`src/rtl/u_mesh_center_select.sv`:
```
// One recursive-halving split step for U-mesh multicast: picks the active
// destination set, its center node, and the destinations delegated to it.
`ifndef MADDR
`define MADDR 15
`endif

module u_mesh_center_select #(
  parameter int MY_XPOS = 0,
  parameter int MY_YPOS = 0,
  parameter int XDIM    = 4,
  parameter int YDIM    = 4
) (
  input  logic              clk,
  input  logic              rst_,
  input  logic              in_valid,
  input  logic [`MADDR:0]   mult_dst,
  input  logic [`MADDR:0]   l1_dst,
  input  logic [`MADDR:0]   l2_dst,
  output logic              out_valid,
  output logic [4:0]        l2_center,
  output logic [`MADDR:0]   doc
);

  localparam int W      = `MADDR + 1;
  localparam int OWN_ID = MY_YPOS * XDIM + MY_XPOS;
  localparam logic [W-1:0] OWN_BIT = W'(1) << OWN_ID;

  if (XDIM * YDIM != W || W > 31) begin : g_bad_dims
    $error("XDIM*YDIM must equal MADDR+1 and be at most 31");
  end

  logic [W-1:0] sel_set;
  logic [W-1:0] act_set;
  logic [5:0]   k;
  logic [5:0]   half;
  logic [5:0]   rank;
  logic         found;
  logic [4:0]   center_c;
  logic [W-1:0] doc_c;

  // Priority uses the raw inputs; the own bit is stripped only afterwards.
  always_comb begin
    sel_set = (l2_dst != '0) ? l2_dst : (l1_dst != '0) ? l1_dst : mult_dst;
    act_set = sel_set & ~OWN_BIT;
  end

  always_comb begin
    k = '0;
    for (int unsigned i = 0; i < W; i++) begin
      k = k + {5'b0, act_set[i]};
    end
    half = k >> 1;
  end

  // Center is the member at zero-based rank floor(k/2); every member above it is delegated.
  always_comb begin
    rank     = '0;
    found    = 1'b0;
    center_c = 5'd31;
    doc_c    = '0;
    for (int unsigned i = 0; i < W; i++) begin
      if (act_set[i]) begin
        if (found) begin
          doc_c[i] = 1'b1;
        end else if (rank == half) begin
          center_c = i[4:0];
          found    = 1'b1;
        end
        rank = rank + 6'd1;
      end
    end
  end

  always_ff @(posedge clk) begin
    if (!rst_) begin
      out_valid <= 1'b0;
      l2_center <= 5'd31;
      doc       <= '0;
    end else if (in_valid) begin
      out_valid <= 1'b1;
      l2_center <= center_c;
      doc       <= doc_c;
    end else begin
      out_valid <= 1'b0;
    end
  end

endmodule

```
`config.mk`:
```
export PLATFORM = sky130hd
export DESIGN_NAME = u_mesh_center_select
export DESIGN_NICKNAME = d
export VERILOG_FILES = /design/src/rtl/u_mesh_center_select.sv
export SDC_FILE = /design/constraint.sdc
export NUM_CORES = 1
export LEC_CHECK = 0
export CAP_MARGIN = 10
export CORE_ASPECT_RATIO = 2
export CORE_MARGIN = 1
export CORE_UTILIZATION = 50
export CTS_BUF_LIST = sky130_fd_sc_hd__clkbuf_4 sky130_fd_sc_hd__clkbuf_8
export CTS_CLUSTER_DIAMETER = 150
export DETAILED_ROUTE_END_ITERATION = 16
export PLACE_DENSITY = 0.77
export SYNTH_ARGS = -nofsm -noshare
export SYNTH_HDL_FRONTEND = slang
export SYNTH_SLANG_ARGS = --single-unit
```
`constraint.sdc`:
```
create_clock -name clk -period 26.3 [get_ports clk]
set_input_delay 5.26 -clock clk [delete_from_list [all_inputs] [get_ports clk]]
set_output_delay 5.26 -clock clk [all_outputs]
set_load 0.1 [all_outputs]
```
==> qor.csv <==
stage,metric,value,unit
routing,vias,4153,
worst_setup_path,r2r_cells,1,
worst_setup_path,cp_slowest_stage_delay,0.70,ns
hold_path,hold-path-cell-count,2,
synth,synth_area_per_cell,7.63,sq um
final_layout,n_fill_cell,762,
clocking,cts_tree,yes,
synth,synth_xor_xnor_area_share,0.186,
worst_setup_path,cp_max_fo,19,
synth,synth_area,3970,sq um
hold_path,min_to,doc[11],
synth,synth_edf_count,0,
synth,ys_seq_elements,20,
routing,dr.first_iter.drc_count,235,
worst_setup_path,path_class,primary input to flip-flop,
synth,synth_top_flop_cell,dfxtp_1,
final_layout,final_cells,671,
synth,synth_area_leaders,"dfxtp_1 (10%), xnor2_1 (9.9%), nand2_1 (5.1%)",
final_layout,antenna_cells,0,
placement,port_buffers,69,
placement,gp_routability_congestion,0.982,
worst_setup_path,startpoint_type,primary input,
synth,synthArstFlopShare,0,
worst_setup_path,end_kind,flip-flop,
flow_run,drv_cap,0,
global_routing,grt_usage,0.305,
worst_setup_path,arrival,16.47,ns
clocking,clock_path_buffers,2,
routing,wl_per_cell,18.4,um
global_routing,grt_pass1_wl,19700,um
worst_setup_path,cp_slowest_cell,and3_1,
synth,synth_top_area_share,0.101,
synth,synth_compound_area_frac,0.256,
placement,dp_cells,667,
timing,fin_skew,0,ns
floorplan,core,7660,sq um
clocking,clk_pin_slew,0.07,ns
pwr,leakage,1.78,nW
floorplan,dieArea,8320,sq um
floorplan,die_x,65.0,um
synth,syn_inst,520,
timing,fin_crit_sh,0.621,
global_routing,grt_pass1_vias,4337,
routing,drc,0,
timing,fmax,61.2,MHz
global_routing,grt_max_degree,23,
timing,final.min_clock_period,16.34,ns
timing,worstMarginPinSlew,1.05,ns
worst_setup_path,r2r-start,l2_center[1],
synth,yosys.area_share.adder,0.0958,
routing,postRouteWirelength,12300,um
global_routing,gr-total-overflow,0,
floorplan,die_h,128,um
worst_setup_path,cp_common_cell,ha_1,
clocking,hold_buffers,0,
floorplan,ios,73,
timing,tns,0,ns
routing,drtPass1Iterations,6,
clocking,numClockSinks,20,
routing,drtAntennaViolNets,0,
clocking,ctsResizeCount,0,
timing,setup_ws,9.96,ns
final_layout,syn_to_final_growth,20.0,%
pwr,irDropWorstVdd,0.0707,mV
final_layout,area.sequential,400,sq um
synth,yosysWarningCount,0,
synth,synth_top_family_by_area,simple AND/OR/NAND/NOR gates,
placement,dp_worst_setup_slack,9.79,ns
final_layout,fin_nets,654,
timing,maxSlewHeadroom,0.300,
synth,ys_types,83,
routing,viasPerCell,6.19,
timing,maxSlewViolCount,0,
synth,yosysTopAreaCell,dfxtp_1,
final_layout,drive_above_1_share,0.0867,
worst_setup_path,critPathRequiredTime,26.43,ns
final_layout,multi_input_area,3360,sq um
clocking,root_buffer,clkbuf_8,
global_routing,antenna_found_initial,0,
synth,synth_seq_area_share,0.101,
hold_path,hp-class,flip-flop to flip-flop,
worst_setup_path,reg2reg_slack,25.55,ns
pwr,powerDensity,135,nW/um^2
placement,hpwlAfterDp,10500,um
hold_path,worstHoldStart,doc[11],
clocking,cts_buffers,3,
clocking,clock_latency,0.25,ns
worst_setup_path,r2r_end,l2_center[1],
synth,synth.area.mux_share,0.0419,
floorplan,start_util,0.518,
synth,yosys.area_share.simple,0.265,
timing,setup_violations,0,
timing,finalHoldViolCount,0,
status,status,"finished, final reports clean",
clocking,cts-htree-levels,1,
clocking,postCtsSetupBuffers,0,
floorplan,rows,45,
timing,rsz0062_at_grt,false,
==> final cells by class <==
cell class,count,area share
flip-flops and latches,20,0.0841
inverters,30,0.0242
well taps,94,0.0247
multi-input cells,451,0.706
clock buffers,4,0.0116
repair buffers,72,0.150
==> kinds of logic (layout without fill, tap and decap cells) <==
group / after synthesis / count (layout)
xor gates and xnor gates: 70 / 70
buffers and inverters: 50 / 106
DFF: 20 / 20
adders and majority gates: 25 / 25
muxes: 16 / 16
other: 1 / 2
and+or+nand+nor: 202 / 202
AOI/OAI and AO/OA: 136 / 136
==> where the power goes <==
group	total [mW]	switching, mW	internal (mW)	leakage (nW)
Combinational	0.574	0.356	0.218	1.59
Clock	0.0236	0.0103	0.0133	0.0288
Sequential	0.0463	0.00560	0.0407	0.164
==> Yosys cell counts, types with 3 or more instances <==
cell,count
buf_4,5
inv_1,24
a211oi_1,5
o211ai_1,3
mux2_2,5
o31ai_1,5
xor2_1,15
and4_1,3
o21bai_1,6
a311oi_2,3
a31oi_1,10
a211o_1,5
o22ai_1,4
fa_1,9
clkinv_1,4
and3_1,6
mux2i_1,11
ha_1,16
nor3_1,18
xnor2_1,45
or3_1,3
nor4_2,3
and2_1,8
nand4_1,3
o21a_1,6
o2111ai_1,3
o21ai_0,13
a311oi_1,4
a21o_1,5
dfxtp_1,20
clkbuf_1,12
nor2b_1,3
or2_2,6
nand2b_1,5
a21oi_1,37
nand2_1,54
nor2_1,41
nor4_1,7
nand3_1,27
xnor2_2,3
==> critical path: cells and delay by family <==
| kind | cells | cell delay, ns |
|---|---|---|
| multiplexers | 2 | 0.28 |
| buffers and inverters | 3 | 0.80 |
| adder cells (fa/ha/maj) | 11 | 3.34 |
| AND/OR/NAND/NOR | 20 | 3.79 |
| XOR/XNOR | 1 | 0.29 |
| AO/OA/AOI/OAI | 12 | 2.64 |
==> worst max-delay path by stage <==
stage / end / startpoint / cells past startpoint
after CTS: l2_center[4] / l1_dst[3] / 49
after global routing: l2_center[4] / l1_dst[3] / 49
after floorplan: l2_center[4] / l2_dst[14] / 49
final: l2_center[4] / l1_dst[3] / 49
after global placement: l2_center[4] / l1_dst[3] / 49
after detailed placement: l2_center[4] / l1_dst[3] / 49
==> per-layer routing <==
layer,vias to the layer above,wire length (um),track usage,part of all wire
met4,0,1170,0.274,0.095
met5,-,0,0,0
met1,1932,3980,0.265,0.32
li1,2011,-,-,-
met2,145,6830,0.589,0.55
met3,65,338,0.0214,0.027
==> metrics by stage <==
stage               power, mW  instance area (sq um)   util  hold WS [ns]
floorplan               0.492                   3970      -         0.884
global placement        0.598                   4710  0.615         0.452
detailed placement      0.614                   4710  0.615         0.455
CTS                     0.639                   4760  0.622         0.467
global route            0.693                   4760  0.622         0.486
finish                  0.644                   4760  0.622         0.466
==> sequential cells by signal, indices dropped and copies added, names as in the netlist <==
signal and count:
l2_center 5, doc 14, out_valid 1
==> cell usage in the layout, fill, tap and decap left out, types with 4 or more instances in the layout <==
| cell | count |
|---|---|
| nor3_1 | 18 |
| a211o_1 | 5 |
| nand2b_1 | 5 |
| nor4_1 | 7 |
| clkinv_1 | 4 |
| clkbuf_8 | 4 |
| or2_2 | 6 |
| o22ai_1 | 4 |
| inv_1 | 24 |
| dfxtp_1 | 20 |
| o21a_1 | 6 |
| a21o_1 | 5 |
| clkdlybuf4s50_1 | 69 |
| mux2i_1 | 11 |
| mux2_2 | 5 |
| ha_1 | 16 |
| o21bai_1 | 6 |
| and3_1 | 6 |
| fa_1 | 9 |
| xor2_1 | 15 |
| o31ai_1 | 5 |
| xnor2_1 | 45 |
| nand3_1 | 27 |
| and2_1 | 8 |
| a21oi_1 | 37 |
| nand2_1 | 54 |
| a211oi_1 | 5 |
| a311oi_1 | 4 |
| a31oi_1 | 10 |
| o21ai_0 | 13 |
| nor2_1 | 41 |
Note: power is estimated with default switching activity, not from simulation.
